==> src/rtl/inst_mem_seq.sv <==
// ---------------------------------------------------------------------------
// inst_mem_seq
//
// Loadable instruction memory with a valid/ready fetch port. Each fetch
// returns one 32-bit word. The number of wait states between accepting a
// request and capturing the word is set by a parameter. Misaligned or
// out-of-range fetches return NOP_INST with error flags and never read the
// array. A program loader can write words in any state. The block also
// counts completed response handshakes.
//
// Parameters
//   DEPTH_LOG2   log2 of the word count (array holds 2**DEPTH_LOG2 x 32 bit)
//   WAIT_STATES  extra cycles between fetch accept and word capture (0..15)
//   NOP_INST     word returned for a faulting fetch
//
// Ports
//   clk, rst     clock; asynchronous active-high reset
//   req_valid    fetch request valid            (in)
//   req_ready    fetch request accepted now     (out, combinational)
//   req_addr     fetch byte address (PC)        (in, 32)
//   resp_valid   response valid                 (out)
//   resp_ready   consumer takes response        (in)
//   resp_inst    fetched word                   (out, 32)
//   resp_err     bit0 misaligned, bit1 out of range (out, 2)
//   ld_en        loader write strobe            (in)
//   ld_addr      loader byte address            (in, 32)
//   ld_data      loader write data              (in, 32)
//   ld_err       one-cycle pulse after a rejected load (out)
//   fetch_cnt    completed response handshakes  (out, 32, wraps)
// ---------------------------------------------------------------------------
module inst_mem_seq #(
    parameter int          DEPTH_LOG2  = 5,
    parameter int          WAIT_STATES = 0,
    parameter logic [31:0] NOP_INST    = 32'h0000_0000
) (
    input  logic        clk,
    input  logic        rst,
    input  logic        req_valid,
    output logic        req_ready,
    input  logic [31:0] req_addr,
    output logic        resp_valid,
    input  logic        resp_ready,
    output logic [31:0] resp_inst,
    output logic [1:0]  resp_err,
    input  logic        ld_en,
    input  logic [31:0] ld_addr,
    input  logic [31:0] ld_data,
    output logic        ld_err,
    output logic [31:0] fetch_cnt
);

    localparam int         DEPTH     = 1 << DEPTH_LOG2;
    localparam logic [3:0] WAIT_INIT = 4'(WAIT_STATES);

    typedef enum logic [1:0] {
        S_IDLE = 2'd0,
        S_WAIT = 2'd1,
        S_RESP = 2'd2
    } state_t;

    // Array has no reset: program contents survive a reset of the control.
    logic [31:0] ram [DEPTH];

    state_t                  state_reg, state_next;
    logic [3:0]              wait_cnt_reg, wait_cnt_next;
    logic [DEPTH_LOG2-1:0]   idx_reg, idx_next;
    logic [31:0]             inst_reg, inst_next;
    logic [1:0]              err_reg, err_next;
    logic                    ld_err_reg;
    logic [31:0]             fetch_cnt_reg;

    // ---------------------------------------------------------------------
    // Address decode for the fetch and loader ports
    // ---------------------------------------------------------------------
    logic [DEPTH_LOG2-1:0] req_idx, ld_idx, rd_idx;
    logic                  req_mis, req_oor;
    logic                  ld_mis, ld_oor;
    logic [1:0]            req_fault;
    logic                  ld_wr;
    logic                  accept;
    logic [31:0]           rd_word;

    assign req_idx   = req_addr[DEPTH_LOG2+1:2];
    assign ld_idx    = ld_addr[DEPTH_LOG2+1:2];
    assign req_mis   = (req_addr[1:0] != 2'b00);
    assign ld_mis    = (ld_addr[1:0] != 2'b00);
    // Any address bit above the word index makes the access out of range.
    assign req_oor   = ((req_addr >> (DEPTH_LOG2 + 2)) != 32'd0);
    assign ld_oor    = ((ld_addr >> (DEPTH_LOG2 + 2)) != 32'd0);
    assign req_fault = {req_oor, req_mis};
    assign ld_wr     = ld_en & ~ld_mis & ~ld_oor;

    assign req_ready = (state_reg == S_IDLE) |
                       ((state_reg == S_RESP) & resp_ready);
    assign accept    = req_valid & req_ready;

    // The word is captured either on the accept edge (no wait states) or on
    // the last WAIT edge. In WAIT the index comes from the latched request.
    assign rd_idx = (state_reg == S_WAIT) ? idx_reg : req_idx;

    // Write-first: a load to the word being captured on the same edge wins.
    assign rd_word = (ld_wr && (ld_idx == rd_idx)) ? ld_data : ram[rd_idx];

    // ---------------------------------------------------------------------
    // Memory write port
    // ---------------------------------------------------------------------
    always_ff @(posedge clk) begin
        if (ld_wr) begin
            ram[ld_idx] <= ld_data;
        end
    end

    // ---------------------------------------------------------------------
    // Fetch FSM: next-state logic
    // ---------------------------------------------------------------------
    always_comb begin
        state_next    = state_reg;
        wait_cnt_next = wait_cnt_reg;
        idx_next      = idx_reg;
        inst_next     = inst_reg;
        err_next      = err_reg;

        case (state_reg)
            S_IDLE, S_RESP: begin
                // Leaving RESP needs resp_ready. In RESP an accept can only
                // happen when resp_ready is high, because req_ready depends on it.
                if ((state_reg == S_RESP) && resp_ready && !accept) begin
                    state_next = S_IDLE;
                end
                if (accept) begin
                    idx_next = req_idx;
                    if (req_fault != 2'b00) begin
                        // Faulting fetch: immediate response, array untouched.
                        state_next = S_RESP;
                        inst_next  = NOP_INST;
                        err_next   = req_fault;
                    end else if (WAIT_STATES == 0) begin
                        state_next = S_RESP;
                        inst_next  = rd_word;
                        err_next   = 2'b00;
                    end else begin
                        state_next    = S_WAIT;
                        wait_cnt_next = WAIT_INIT;
                    end
                end
            end

            S_WAIT: begin
                if (wait_cnt_reg == 4'd1) begin
                    state_next = S_RESP;
                    inst_next  = rd_word;
                    err_next   = 2'b00;
                end else begin
                    wait_cnt_next = wait_cnt_reg - 4'd1;
                end
            end

            default: begin
                state_next = S_IDLE;
            end
        endcase
    end

    // ---------------------------------------------------------------------
    // Fetch FSM: state and response registers
    // ---------------------------------------------------------------------
    always_ff @(posedge clk or posedge rst) begin
        if (rst) begin
            state_reg    <= S_IDLE;
            wait_cnt_reg <= 4'd0;
            idx_reg      <= '0;
            inst_reg     <= 32'd0;
            err_reg      <= 2'b00;
        end else begin
            state_reg    <= state_next;
            wait_cnt_reg <= wait_cnt_next;
            idx_reg      <= idx_next;
            inst_reg     <= inst_next;
            err_reg      <= err_next;
        end
    end

    // ---------------------------------------------------------------------
    // Loader error pulse and completed-fetch counter
    // ---------------------------------------------------------------------
    always_ff @(posedge clk or posedge rst) begin
        if (rst) begin
            ld_err_reg    <= 1'b0;
            fetch_cnt_reg <= 32'd0;
        end else begin
            ld_err_reg <= ld_en & ~ld_wr;
            if ((state_reg == S_RESP) && resp_ready) begin
                fetch_cnt_reg <= fetch_cnt_reg + 32'd1;
            end
        end
    end

    assign resp_valid = (state_reg == S_RESP);
    assign resp_inst  = inst_reg;
    assign resp_err   = err_reg;
    assign ld_err     = ld_err_reg;
    assign fetch_cnt  = fetch_cnt_reg;

endmodule

==> config.mk <==
export PLATFORM = sky130hd
export DESIGN_NAME = inst_mem_seq
export DESIGN_NICKNAME = d
export VERILOG_FILES = /design/src/rtl/inst_mem_seq.sv
export SDC_FILE = /design/constraint.sdc
export NUM_CORES = 1
export LEC_CHECK = 0
export ABC_AREA = 1
export CORE_ASPECT_RATIO = 0.6
export CORE_MARGIN = 2
export CORE_UTILIZATION = 50
export DETAILED_ROUTE_END_ITERATION = 10
export PLACE_DENSITY_LB_ADDON = 0.05
export SETUP_SLACK_MARGIN = 0.5
export SLEW_MARGIN = 20
export SYNTH_ARGS = -nofsm -noshare
export SYNTH_HDL_FRONTEND = slang
export SYNTH_SLANG_ARGS = --single-unit
==> constraint.sdc <==
create_clock -name clk -period 3.6 [get_ports clk]
set_input_delay 0.54 -clock clk [delete_from_list [all_inputs] [get_ports clk]]
set_output_delay 0.54 -clock clk [all_outputs]
set_load 0.02 [all_outputs]
==> impl_metrics.toml <==
[status]
run_status = "finished, final reports clean"

[final_layout]
layout-drive-gt1-share_pct = 9.62
final_cells = 6335
largest_reg_flops = 1024
num_antenna_cells = 0
filler_cell_count = 8325
nets = 5046
area_growth_pct = 14.0

[hold_path]
hp-class = "input pin to async pin"

[clock_network]
cts_made_buffers = 102
ctsResizeCount = 0
clk_latency_ps = 710
clkSinkCount = 1092
post_cts_buffers = 0
cts_hold_buf = 0
htree_levels = 3
cts_tree = "done"
path_clk_slew_ps = 60
root_buffer = "clkbuf_16"
cts_buffer_depth = 3

[die]
dieWidth_um = 408
die-area_um2 = 101000
core_area_um2 = 96600
dieHeight_um = 246
row_count = 88
start_util_pct = 50.7
io_pins = 170

[drt]
num_vias = 32800
first_pass_iters = 8
wirelength_um = 136000
via_per_inst = 5.18
antenna_left = 0
drc_errors = 0
drtIter0Drc = 3573
routedWlPerCell_um = 21.5

[timing]
fin_setup_tns_ps = 0
fin_skew_ps = 37.1
worstMarginPinSlew_ps = 1050
slew_viol_final = 0
setup_viol = 0
period_minus_slack_ps = 2360
min_period_over_period_pct = 65.6
max_slew_margin_pct = 29.8
fmax_mhz = 424
hold_viol_final = 0
rsz0062_at_grt = "no"

[yosys]
syn-num-nets = 4855
muxShareOfSynthArea_pct = 0
synthArstFlopShare_pct = 6.23
yosys-top-cells-count = "nand2_1, edfxtp_1, inv_1"
syn_inst = 4753
ys_ff_latch = 1092
yosys_warnings = 0
yosysTopAreaCellShare_pct = 62.8
netlist-cell-type-count = 33
synth_top_family_by_area = "simple AND/OR/NAND/NOR gates"
synth_top_area_cell = "edfxtp_1"
synthAdderAreaFrac_pct = 0.0256
seq_area_frac_synth_pct = 66.3
synth_flop_cell = "edfxtp_1"
synth_xor_xnor_area_share_pct = 0.590
synth_area_per_cell_um2 = 10.3
yosys.area_share.simple_pct = 22.7
yosys.cell_count.top_type = "nand2_1"
synth_compound_area_share_pct = 1.14
synth_area_leaders = "edfxtp_1, nand2_1, nand3_1, inv_1, dfrtp_1"
netlist_area_um2 = 49000
synth_edf_count = 1024

[worst_setup_path]
worstSetupPathType = "register to output pin"
required_ps = 3060
critPathMaxFanout = 3
end_kind = "output pin"
start_kind = "register"
critical_path_arrival_ps = 1820

[global_route]
antenna_found_initial = 1
overflow = 0
grt_max_degree = 117
grt_pass1_wl_um = 203000
grt_usage_pct = 27.2
grt_pass1_vias = 30300

[place]
gp_congestion = 0.828
dp.cells = 6145
hpwl_um = 81400
io_buffers = 169

[power]
power_mw = 26.5
powerDensity_nw_per_um2 = 475
vdd_drop_max_uv = 436
leakage_nw = 23.9

[job]
drv_cap = 0
cell usage in the layout, fill, tap and decap left out, types with 2 or more instances in the layout:
cell             synthesis  final
buf_12                  10     32
buf_2                  112     12
buf_4                   14    118
buf_8                    2      2
bufinv_16                0      7
clkbuf_1                60     19
clkbuf_16                0    104
clkbuf_8                 0      4
clkdlybuf4s50_1          0    153
clkinv_1                 0     23
clkinv_2                 0     23
clkinvlp_4               0      6
dfrtp_1                 68     68
edfxtp_1              1024   1024
inv_1                  810    807
inv_2                   24     22
inv_6                    0      4
inv_8                    0      2
nand2_1               1373   1373
nand2_2                 65     64
nand2_4                  1      2
nand3_1                731    731
nand3b_1                 2      2
nand4_1                 11     11
nor2_1                  80     48
nor2_2                   3      3
nor2_4                   4     36
nor3_1                   6      6
o211ai_2                30     30
o21ai_0                 25     25
o21ai_1                  9      9
or2_1                  210    210
or2_2                    8      8
xnor2_1                 20     20
xor2_1                  13     13
worst max-delay path, stage by stage, from the launching register on:
cell and delay [ps]:
dfrtp_1 410, nand2_2 120, clkdlybuf4s50_1 620
per-stage QoR:
| step | hold slack [ps] | area, um2 | setup slack [ps] | utilization [%] |
|---|---|---|---|---|
| 2_1_floorplan | 585 | 49000 | 557 | - |
| 3_3_place_gp | 462 | 52600 | 590 | 54.5 |
| 3_5_place_dp | 464 | 52600 | 665 | 54.5 |
| 4_1_cts | 349 | 55800 | 1190 | 57.8 |
| 5_1_grt | 354 | 55800 | 1150 | 57.8 |
| 6_report | 343 | 55800 | 1240 | 57.8 |
worst paths after layout:
check,from,end,slack [ps],cells after the start
max,state_reg[1]$_DFFE_PP0P_,req_ready,1240,2
min in group clk,ld_data[13],ram[24][13]$_DFFE_PP_,380,1
max reg2reg,state_reg[1]$_DFFE_PP0P_,resp_inst[23]$_DFFE_PP0P_,1580,12
max in group asynchronous,rst,resp_inst[10]$_DFFE_PP0P_,2480,3
min reg2reg,resp_inst[6]$_DFFE_PP0P_,resp_inst[6]$_DFFE_PP0P_,480,2
min,rst,resp_inst[29]$_DFFE_PP0P_,340,2
cell type report:
cell class,instances,area [um2],share of cell area (%)
clock buffer,127,2730,4.89
clock inverter,63,499,0.894
inverter,834,3150,5.65
multi-input combinational,2596,12200,21.9
sequential,1092,32500,58.1
tap,1305,1630,2.92
timing repair buffer,318,3160,5.66
layer usage:
metal	track usage (%)	routed length, um	up-vias
li1	-	-	15600
met1	42.8	64500	15700
met2	39.7	58200	1313
met3	3.84	10600	178
met4	6.72	2920	0
met5	0	0	-
cell families after synthesis:
group,count (synthesis)
xor gates and xnor gates,33
buffers and inverters,1065
adders and majority gates,1
DFF,1092
and+or+nand+nor,2496
AOI/OAI and AO/OA,66
power by group:
| part | leakage [nW] | internal (mW) | total, mW | switching [mW] |
|---|---|---|---|---|
| Clock | 1.58 | 5.88 | 10.7 | 4.82 |
| Combinational | 12.2 | 0.584 | 1.89 | 1.31 |
| Sequential | 10.1 | 13.9 | 14.0 | 0.0439 |
(Power assumes the default switching activity.)
